<file path="src/rtl/ama_riscv_bp_spec.sv">
// ama_riscv_bp_spec: conditional branch predictor for the ama-riscv pipeline.
//
// The table holds N-bit saturating counters. It is indexed by PC bits, by global
// history, or by a mix of the two, depending on BP_TYPE_SEL. A speculative GHR
// advances on every accepted prediction. A committed GHR advances on every
// resolve. Predictions that are still waiting for execute sit in a DEPTH-entry
// FIFO. A mispredict or a flush empties the FIFO and rebuilds the speculative
// history from the committed one.
//
// Ports:
//   clk, rst    clock; synchronous active-high reset
//   req_valid   decode presents a conditional branch at req_pc
//   req_pc      PC of the decode branch
//   req_ready   a request can be accepted this cycle
//   pred_taken  combinational prediction for req_pc
//   res_valid   execute resolves the oldest in-flight branch
//   res_taken   actual outcome of that branch
//   mispred     combinational: the head prediction disagrees with res_taken
//   flush       drop all in-flight entries and restore history
//   occupancy   number of in-flight entries
//   res_err     sticky: a resolve arrived while nothing was in flight
//   stat_res    saturating count of resolved branches
//   stat_mis    saturating count of mispredicts

package ama_riscv_bp_pkg;
    localparam int BP_BIMODAL = 0;
    localparam int BP_GLOBAL  = 1;
    localparam int BP_GSELECT = 2;
    localparam int BP_GSHARE  = 3;
endpackage

module ama_riscv_bp_spec #(
    parameter int PC_BITS     = 5,
    parameter int CNT_BITS    = 2,
    parameter int GR_BITS     = 5,
    parameter int DEPTH       = 4,
    parameter int BP_TYPE_SEL = ama_riscv_bp_pkg::BP_GSHARE,
    parameter int STAT_BITS   = 16
) (
    input  logic                       clk,
    input  logic                       rst,
    input  logic                       req_valid,
    input  logic [31:0]                req_pc,
    output logic                       req_ready,
    output logic                       pred_taken,
    input  logic                       res_valid,
    input  logic                       res_taken,
    output logic                       mispred,
    input  logic                       flush,
    output logic [$clog2(DEPTH):0]     occupancy,
    output logic                       res_err,
    output logic [STAT_BITS-1:0]       stat_res,
    output logic [STAT_BITS-1:0]       stat_mis
);
    import ama_riscv_bp_pkg::*;

    localparam int MAX_PG = (PC_BITS > GR_BITS) ? PC_BITS : GR_BITS;
    localparam int SHAMT  = (PC_BITS > GR_BITS) ? (PC_BITS - GR_BITS) : 0;
    localparam int IDX_W  = (BP_TYPE_SEL == BP_BIMODAL) ? PC_BITS :
                            (BP_TYPE_SEL == BP_GLOBAL)  ? GR_BITS :
                            (BP_TYPE_SEL == BP_GSELECT) ? (PC_BITS + GR_BITS) : MAX_PG;
    localparam int TBL    = 2 ** IDX_W;
    localparam int PTR_W  = $clog2(DEPTH);
    localparam int OCC_W  = PTR_W + 1;
    localparam logic [CNT_BITS-1:0] THR  = CNT_BITS'(1 << (CNT_BITS - 1));
    localparam logic [CNT_BITS-1:0] CMAX = '1;

    logic [CNT_BITS-1:0] cnt [TBL];
    logic [IDX_W-1:0]    q_idx [DEPTH];
    logic                q_pred [DEPTH];
    logic [PTR_W-1:0]    head, tail;
    logic [OCC_W-1:0]    occ;
    logic [GR_BITS-1:0]  spec_ghr, commit_ghr, commit_next;
    logic [IDX_W-1:0]    req_idx, head_idx;
    logic                head_pred, empty, full, res_fire, accept, push;
    logic                unused_pc_bits;

    assign unused_pc_bits = ^{req_pc[31:PC_BITS+2], req_pc[1:0]};

    // Index selection. The gshare history is left-aligned under the PC bits
    // when the PC field is wider than the history.
    generate
        if (BP_TYPE_SEL == BP_BIMODAL) begin : g_bimodal
            assign req_idx = req_pc[PC_BITS+1:2];
        end else if (BP_TYPE_SEL == BP_GLOBAL) begin : g_global
            assign req_idx = spec_ghr;
        end else if (BP_TYPE_SEL == BP_GSELECT) begin : g_gselect
            assign req_idx = {req_pc[PC_BITS+1:2], spec_ghr};
        end else begin : g_gshare
            assign req_idx = IDX_W'(req_pc[PC_BITS+1:2]) ^ (IDX_W'(spec_ghr) << SHAMT);
        end
    endgenerate

    assign head_idx   = q_idx[head];
    assign head_pred  = q_pred[head];
    assign empty      = (occ == '0);
    assign full       = (occ == OCC_W'(DEPTH));
    assign pred_taken = (cnt[req_idx] >= THR);
    assign res_fire   = res_valid && !empty;
    assign mispred    = res_fire && (head_pred != res_taken);

    // Request handshake: a request transfers when req_valid && req_ready.
    // req_ready depends combinationally on res_valid, because a same-cycle pop
    // frees the slot that the push then fills. A transferred request is still
    // dropped when the same cycle mispredicts or flushes.
    assign req_ready  = !full || res_valid;
    assign accept     = req_valid && req_ready;
    assign push       = accept && !mispred && !flush;

    assign commit_next = res_fire ? {commit_ghr[GR_BITS-2:0], res_taken} : commit_ghr;
    assign occupancy   = occ;

    // Counter table. A pop updates the entry that was recorded at predict time.
    always_ff @(posedge clk) begin
        if (rst) begin
            for (int i = 0; i < TBL; i++) cnt[i] <= THR;
        end else if (res_fire) begin
            if (res_taken) begin
                if (cnt[head_idx] != CMAX) cnt[head_idx] <= cnt[head_idx] + 1'b1;
            end else begin
                if (cnt[head_idx] != '0) cnt[head_idx] <= cnt[head_idx] - 1'b1;
            end
        end
    end

    // FIFO payload. When the FIFO is full and a pop happens in the same cycle,
    // tail equals head. The head payload was read combinationally before the
    // edge, so the write can reuse the slot.
    always_ff @(posedge clk) begin
        if (push) begin
            q_idx[tail]  <= req_idx;
            q_pred[tail] <= pred_taken;
        end
    end

    always_ff @(posedge clk) begin
        if (rst) begin
            head       <= '0;
            tail       <= '0;
            occ        <= '0;
            spec_ghr   <= '0;
            commit_ghr <= '0;
            res_err    <= 1'b0;
            stat_res   <= '0;
            stat_mis   <= '0;
        end else begin
            commit_ghr <= commit_next;
            if (res_valid && empty) res_err <= 1'b1;
            if (res_fire && (stat_res != '1)) stat_res <= stat_res + 1'b1;
            if (mispred && (stat_mis != '1)) stat_mis <= stat_mis + 1'b1;

            if (flush || mispred) begin
                // Speculative history restarts from the post-resolve commit point.
                head     <= '0;
                tail     <= '0;
                occ      <= '0;
                spec_ghr <= commit_next;
            end else begin
                if (res_fire) head <= head + 1'b1;
                if (push) begin
                    tail     <= tail + 1'b1;
                    spec_ghr <= {spec_ghr[GR_BITS-2:0], pred_taken};
                end
                occ <= occ + OCC_W'(push) - OCC_W'(res_fire);
            end
        end
    end
endmodule

</file>
<file path="config.mk">
export PLATFORM = sky130hd
export DESIGN_NAME = ama_riscv_bp_spec
export DESIGN_NICKNAME = d
export VERILOG_FILES = /design/src/rtl/ama_riscv_bp_spec.sv
export SDC_FILE = /design/constraint.sdc
export NUM_CORES = 1
export LEC_CHECK = 0
export BUFFER_PORTS_ARGS = -buffer_cell sky130_fd_sc_hd__buf_2
export CAP_MARGIN = 20
export CORE_MARGIN = 5
export CORE_UTILIZATION = 47
export CTS_CLUSTER_SIZE = 12
export DETAILED_ROUTE_END_ITERATION = 7
export GPL_ROUTABILITY_DRIVEN = 0
export PLACE_DENSITY = 0.69
export SYNTH_ARGS = -nofsm -noshare
export SYNTH_HDL_FRONTEND = slang
export SYNTH_SLANG_ARGS = --single-unit
</file>
<file path="constraint.sdc">
create_clock -name clk -period 3.33 [get_ports clk]
set_input_delay 0.1665 -clock clk [delete_from_list [all_inputs] [get_ports clk]]
set_output_delay 0.1665 -clock clk [all_outputs]
set_load 0.01 [all_outputs]
</file>
* After elaboration in Yosys (flattened, before gate mapping)
Memories as Yosys holds them, arrays and structs flattened. A register that Yosys moved wholly into a read port is not among the register bits.
Cells that the tools add are included.
** Word-level totals
- Flip-flop bits (word level) :: 50
- Bits in writable memories :: 88
- Output and inout port bits :: 39
- Memories kept :: 3
** Operators by class
- $add $sub $neg :: 8
- $lt $le $gt $ge :: 1
- Equality and inequality tests :: 5
- Muxes and demuxes :: 25
- Bitwise gates (word level) :: 2
- Reductions and logical operators :: 19
** Memory list
- cnt :: depth 32, width 2, read ports 2, clocked after memory_dff 0, write ports 32, line 68 : logic [CNT_BITS-1:0] cnt [TBL];
- q_idx :: depth 4, width 5, read ports 1, clocked after memory_dff 1, write ports 1, line 69 : logic [IDX_W-1:0] q_idx [DEPTH];
- q_pred :: depth 4, width 1, read ports 1, clocked after memory_dff 1, write ports 1, line 70 : logic q_pred [DEPTH];
** Operator list (count)
- adder 16 x 1 -> 16 bit (second input constant) :: 2
- inequality test 16 bit (second input constant) :: 2
- 2-to-1 mux 5 bit :: 4
- 2-to-1 mux 1 bit :: 15
- 2-to-1 mux 2 bit :: 6
- logical AND 1 bit :: 8
- adder 2 x 1 -> 2 bit (second input constant) :: 3
- XOR 5 bit :: 1
- logical NOT 1 bit :: 4
- nonzero test 2 bit :: 2
- OR reduction 2 bit :: 2
- adder 3 x 1 -> 3 bit :: 1
- == test 3 bit (second input constant) :: 1
- logical NOT 3 bit :: 1
- subtractor 3 x 1 -> 3 bit :: 1
- greater-or-equal comparator 2 bit (second input constant) :: 1
- logical OR 1 bit :: 2
- inequality test 2 bit (second input constant) :: 1
- subtractor 2 x 1 -> 2 bit (second input constant) :: 1
- inequality test 1 bit :: 1
- bitwise OR 1 bit :: 1

* Logic depth before layout (Yosys ltp)
Gate-level depths: netlist (run 1).
An unclocked memory read counts as a cell.
- Depth after elaboration :: 10
- Gate-level depth with buffers :: 14
- Depth with buffers taken out :: 13

* Worst setup path after synthesis (run 1)
Ideal clock, no wire load.
- Path type :: register to register
- Start point :: reg with a tool-made name
- End point :: mem cnt[0][0] (enable)
- Library setup time :: 245 ps
- Arrival :: 2828 ps
- Required time :: 3085 ps
- Slack :: 256 ps
- Cell stages (with the launch flop) :: 13
- Period minus slack after synthesis :: 3074 ps
- Cell sequence :: dfxtp_1 buf_6 mux4_2 buf_6 mux2i_1 mux2_2 a22o_1 nor4_4 and2_1 o21ai_2 buf_6 buf_6 a31o_2
** RTL lines (line)
- end, declared :: 68

==> results of run 1 <==
[placed cells by master, fill, tap and decap left out, types with 4 or more instances in the layout]
master	n
dfxtp_1	51
clkbuf_16	18
a21oi_1	18
buf_4	30
mux4_2	16
xor2_1	19
and2_1	11
nor3_1	4
inv_1	12
nor2_1	56
mux2i_1	51
nand2_1	26
edfxtp_1	88
nand3_1	14
o21ai_0	7
mux2_2	5
or3_1	8
xnor2_1	16
ha_1	8
a31o_2	30
buf_2	49
and3_1	37
o211ai_1	7
buf_12	6
clkinv_4	6
nand3b_1	32
nand4_1	7
nor2b_1	5
a22oi_1	4
[area by class of cell]
type                    instances  area (µm²)  share of cell area [%]
clock buffers                  19         464                    5.60
well taps                     188         235                    2.84
flip-flops and latches        140        3680                    44.4
repair buffers                 85         591                    7.12
multi-input cells             408        3160                    38.1
inverters                      13        48.8                   0.589
clock inverters                13         106                    1.28
[report_power, final]
| group | switching [mW] | total, mW | leakage, nW | internal, mW |
|---|---|---|---|---|
| Clock | 0.739 | 1.77 | 0.282 | 1.03 |
| Combinational | 0.261 | 0.446 | 1.66 | 0.185 |
| Sequential | 0.0167 | 1.89 | 1.18 | 1.88 |
[state kept, by name, summed over array words and instances (netlist names), named ones only]
register,flops
tail,2
occupancy,3
q_idx,20
stat_res,16
cnt,64
stat_mis,16
commit_ghr,5
head,2
spec_ghr,5
res_err,1
q_pred,4
[worst register-to-register path: stages, from the launching register on]
cell     delay [ps]
dfxtp_2         380
buf_12          120
mux4_2          650
and3b_1         330
inv_1            70
o22ai_1         290
nor4_4          100
and2_1          200
o21ai_4         220
buf_4           280
a31o_2          230
[final timing paths]
| kind | start | endpoint | slack (ps) | cells past startpoint |
|---|---|---|---|---|
| setup / recovery | flip-flop | cnt[28][1] | 160 | 10 |
| setup reg to reg | flip-flop | cnt[28][1] | 160 | 10 |
| hold / removal | res_valid | res_err | 30 | 3 |
| hold reg to reg | commit_ghr[4] | commit_ghr[4] | 470 | 2 |
[cells by family (layout without fill, tap and decap cells)]
kind of cell	Yosys count	count (layout)	share of synthesized area (%)
AO/OA/AOI/OAI	78	78	8.02
XOR/XNOR	36	36	4.54
adder cells (fa/ha/maj)	9	9	1.69
buffers and inverters	60	130	4.21
flip-flops	140	140	51.8
multiplexers	72	72	13.0
AND/OR/NAND/NOR	213	213	16.7
[what timing repair did]
action | 4_1_cts | 5_1_grt
pin swaps | 0 | 3
gates resized for setup | 1 | 4
endpoints found under the setup margin | 29 | 121
setup buffers | 0 | 2
[metal layers]
| metal | vias to the layer above | track usage (%) | wire length (µm) |
|---|---|---|---|
| met2 | 107 | 30.1 | 7690 |
| li1 | 2372 | - | - |
| met5 | - | 0 | 0 |
| met3 | 19 | 3.73 | 616 |
| met4 | 0 | 6.06 | 221 |
| met1 | 2396 | 22.0 | 6520 |
[stage by stage]
| step | area (µm²) | setup slack (ps) | power, mW | hold slack [ps] |
|---|---|---|---|---|
| final | 8290 | 164 | 4.11 | 29.3 |
| after global routing | 8290 | 19.5 | 4.26 | 79.5 |
| after CTS | 8250 | 28.0 | 4.13 | 8.11 |
| after detailed placement | 7670 | -44.2 | 2.35 | 447 |
| after global placement | 7670 | 44.8 | 2.34 | 420 |
| after floorplan | 7110 | 256 | 2.22 | 307 |
==> run_results.csv, run 1 <==
group,metric,value,unit
status,status,"finished clean",
route,routed_wirelength,15100,µm
timing,tightest_slew,908,ps
floorplan,die_w,133,µm
route,wl_per_cell,17.4,µm
timing,clock_skew,9.51,ps
clocking,clk_latency,420,ps
power,peakVddDrop,300,µV
layout,num_antenna_cells,0,
global_routing,grt_start_max_net_pins,74,
timing,rsz0062_at_grt,"no",
floorplan,die_area,17700,µm²
layout,final_nets,712,
worst_setup_path,cp_data_arrival_time,3300,ps
floorplan,dieHeight,133,µm
timing,fin_tns_setup,0,ps
floorplan,num_rows,45,
power,power_density,495,nW/µm²
global_routing,overflow,0,
global_routing,antenna_found_initial,0,
clocking,cts_buffer_depth,2,
worst_setup_path,worstSetupPathType,"reg2reg",
clocking,htreeDepth,4,
clocking,clkTransAtPathRegs,60,ps
yosys,synth-edff-count,88,
yosys,synthFlopType,"edfxtp_1",
worst_setup_path,max_stage_delay,650,ps
timing,fin_crit_sh,95.1,%
route,drc,0,
yosys,synth-warning-count,0,
clocking,numCtsBuffers,17,
timing,hold_viol_final,0,
clocking,cts_tree,"done",
yosys,synth_area_per_cell,11.7,µm²
global_routing,grt_pass1_wl,24600,µm
worst_setup_path,startpoint_type,"flip-flop",
global_routing,grt_pass1_vias,4778,
run,cap_violations,0,
route,vias_per_cell,5.65,
timing,setup_viol,0,
yosys,yosysMostFrequentCell,"edfxtp_1",
route,drtIter0Drc,313,
worst_setup_path,crit_family,"compound AO/OA/AOI/OAI gates",
layout,area_delta_synth_final,16.6,%
place,io_buffers,49,
floorplan,core-area,15000,µm²
route,num_vias,4894,
yosys,netlist_instances,608,
timing,min_period,3170,ps
layout,fillers,1256,
yosys,synth_cell_types,54,
worst_hold_path,hold_class,"in2reg",
power,leakagePower,3.13,nW
yosys,async_flop_share,0,%
worst_setup_path,cp.required,3470,ps
timing,fmax,316,MHz
clocking,postCtsHoldBufs,0,
yosys,synth-seq-cells,140,
clocking,cts_sinks,140,
worst_setup_path,worst-path-buf-inv,3,
route,dr.pass1.iters,5,
yosys,synthDominantCellAreaShare,37.2,%
worst_setup_path,path_max_fanout,24,
worst_setup_path,cpMaxStageDelayCell,"mux4_2",
yosys,syn-num-nets,655,
yosys,synth_area_leader_cell,"edfxtp_1",
global_routing,grt_usage,17.5,%
layout,utilization,55.2,%
clocking,clock-root-buffer,"clkbuf_16",
floorplan,start_util,47.3,%
floorplan,ios,77,
timing,slew_headroom,39.5,%
yosys,synth_common_cells,"edfxtp_1 (88), nor2_1 (56), dfxtp_1 (52), mux2i_1 (51), and3_1 (37)",
yosys,synth_area,7110,µm²
worst_setup_path,worstSetupEndpointType,"flip-flop",
place,dp.cells,832,
yosys,yosysSeqAreaShare,51.8,%
place,dpl.hpwl,10700,µm
timing,drv_slew,0,
layout,final_cells,866,
yosys,yosys-top-cells-area,"edfxtp_1 (37%), dfxtp_1 (15%), mux2i_1 (7.2%)",
layout,drive_above_1_share,26.3,%
route,ant_nets,0,
worst_setup_path,critical_path.cell_chain,"buf_12 > mux4_2 > and3b_1 > inv_1 > o22ai_1 > nor4_4 > and2_1 > o21ai_4 > buf_4 > a31o_2",
Power figures use the tool's default switching activity.
==> run 2, diff against run 1 <==
==> constraint.sdc (replaced) <==
create_clock -name clk -period 3.33 [get_ports clk]
set_input_delay 0.8325 -clock clk [delete_from_list [all_inputs] [get_ports clk]]
set_output_delay 0.8325 -clock clk [all_outputs]
set_load 0.01 [all_outputs]
==> run 2 against run 1 <==
The flow now finishes with violations (negative setup slack). Utilization rose by 2.3 points. Flip-flop and latch count did not move. Sequential share of layout area fell by 1.7 points. Clock power rose by 13%. Sequential power barely moved. Via count rose by 4.5%. Final cell count rose by 2.4%. Combinational power rose by 12%.
==> run_results.csv, run 2 (synthesis results as in run 1) <==
group,metric,value,unit
clocking,postCtsHoldBufs,0,
power,power_density,509,nW/µm²
worst_setup_path,cp_data_arrival_time,2700,ps
timing,clock_skew,8.80,ps
global_routing,overflow,0,
worst_setup_path,worstSetupPathType,"in2out",
timing,tightest_slew,976,ps
timing,fin_crit_sh,106,%
route,routed_wirelength,16400,µm
place,io_buffers,49,
clocking,clock-root-buffer,"clkbuf_16",
clocking,clkTransAtPathRegs,60,ps
route,drtIter0Drc,394,
floorplan,die_area,17700,µm²
global_routing,grt_pass1_vias,5130,
timing,whs,461,ps
floorplan,ios,77,
layout,final_common_cell,"edfxtp_1",
layout,area_delta_synth_final,21.4,%
place,pre_cts_slack,-284,ps
route,vias_per_cell,5.77,
route,ant_nets,0,
layout,regMostFlops,"cnt",
clocking,htreeDepth,4,
clocking,clk_latency,420,ps
floorplan,core-area,15000,µm²
timing,setup_slack,-203,ps
timing,rsz0062_at_grt,"yes",
power,peakVddDrop,334,µV
place,dp.cells,845,
floorplan,dieHeight,133,µm
global_routing,grt_pass1_wl,26100,µm
worst_setup_path,path_max_fanout,9,
layout,num_antenna_cells,0,
place,dpl.hpwl,10900,µm
route,dr.pass1.iters,5,
layout,drive_above_1_share,29.0,%
power,leakagePower,3.30,nW
layout,final_cell_mix,"edfxtp_1 (88), nor2_1 (56), mux2i_1 (50), dfxtp_1 (50), buf_2 (47)",
timing,min_period,3530,ps
worst_setup_path,startpoint_type,"input pin",
timing,fmax,283,MHz
layout,largest_reg_flops,64,
timing,fin_tns_setup,-203,ps
global_routing,grt_usage,18.6,%
layout,final_nets,733,
route,num_vias,5115,
power,finalPower,4.39,mW
timing,slew_headroom,34.9,%
clocking,numCtsBuffers,17,
worst_setup_path,cp.required,2500,ps
layout,top_regs,"cnt: 64 flops, q_idx: 20 flops",
floorplan,start_util,47.3,%
status,failed_checks,"negative setup slack",
status,status,"complete, but fails checks",
timing,drv_slew,0,
worst_setup_path,worstSetupEndpointType,"output pin",
layout,fillers,1239,
timing,setup_viol,1,
global_routing,antenna_found_initial,0,
run,cap_violations,0,
worst_hold_path,hold_class,"reg2reg",
clocking,cts_tree,"done",
route,wl_per_cell,18.5,µm
floorplan,die_w,133,µm
floorplan,num_rows,45,
clocking,cts_buffer_depth,2,
timing,hold_viol_final,0,
global_routing,grt_start_max_net_pins,57,
route,drc,0,
clocking,cts_sinks,140,
layout,final_cells,887,
[run 2: critical path, stage by stage]
cell and delay, ps:
buf_8 100, xor2_4 140, buf_12 160, mux4_2 530, mux4_2 490, mux2_4 310
buf_6 130
[run 2: routing by layer]
metal,vias up,routed length (µm),track usage (%)
met1,2559,6890,23.4
met2,123,8620,31.7
li1,2411,-,-
met4,0,242,7.56
met5,-,0,0
met3,22,638,3.27
[run 2: power breakdown]
part           switching, mW  total [mW]  internal (mW)  leakage [nW]
clock                  0.728        2.00           1.27         0.310
sequential            0.0183        1.89           1.88          1.18
combinational          0.278       0.499          0.221          1.81
total                   1.02        4.39           3.37          3.30
[run 2: cell type report]
class	instances	area [µm²]	share of cell area (%)
multi-input cells	408	3200	37.1
repair buffers	106	826	9.57
clock buffers	20	479	5.55
inverters	13	48.8	0.565
flip-flops and latches	140	3690	42.7
clock inverters	12	155	1.80
well taps	188	235	2.73
[run 2: worst paths after layout]
path,slack (ps),to,start,cells past startpoint
max reg2reg,10,cnt[7][1],q_idx[3][0],12
max,-200,pred_taken,req_pc[2],7
min,460,res_err,res_err,2
min reg2reg,460,res_err,res_err,2
[run 2: through the flow]
step                instance area (µm²)  utilization (%)
finish                             8630             57.4
global route                       8630             57.4
CTS                                8470             56.4
detailed placement                 7790             51.8
global placement                   7790             51.8
floorplan                          7140                -
[run 2: repair_timing]
| item | 4_1_cts | 5_1_grt |
|---|---|---|
| hold endpoints to repair | 0 | 0 |
| pin swaps | 0 | 8 |
| setup buffers | 2 | 6 |
| gates cloned | 0 | 2 |
| setup endpoints to repair | 38 | 91 |
| resized for setup | 5 | 15 |
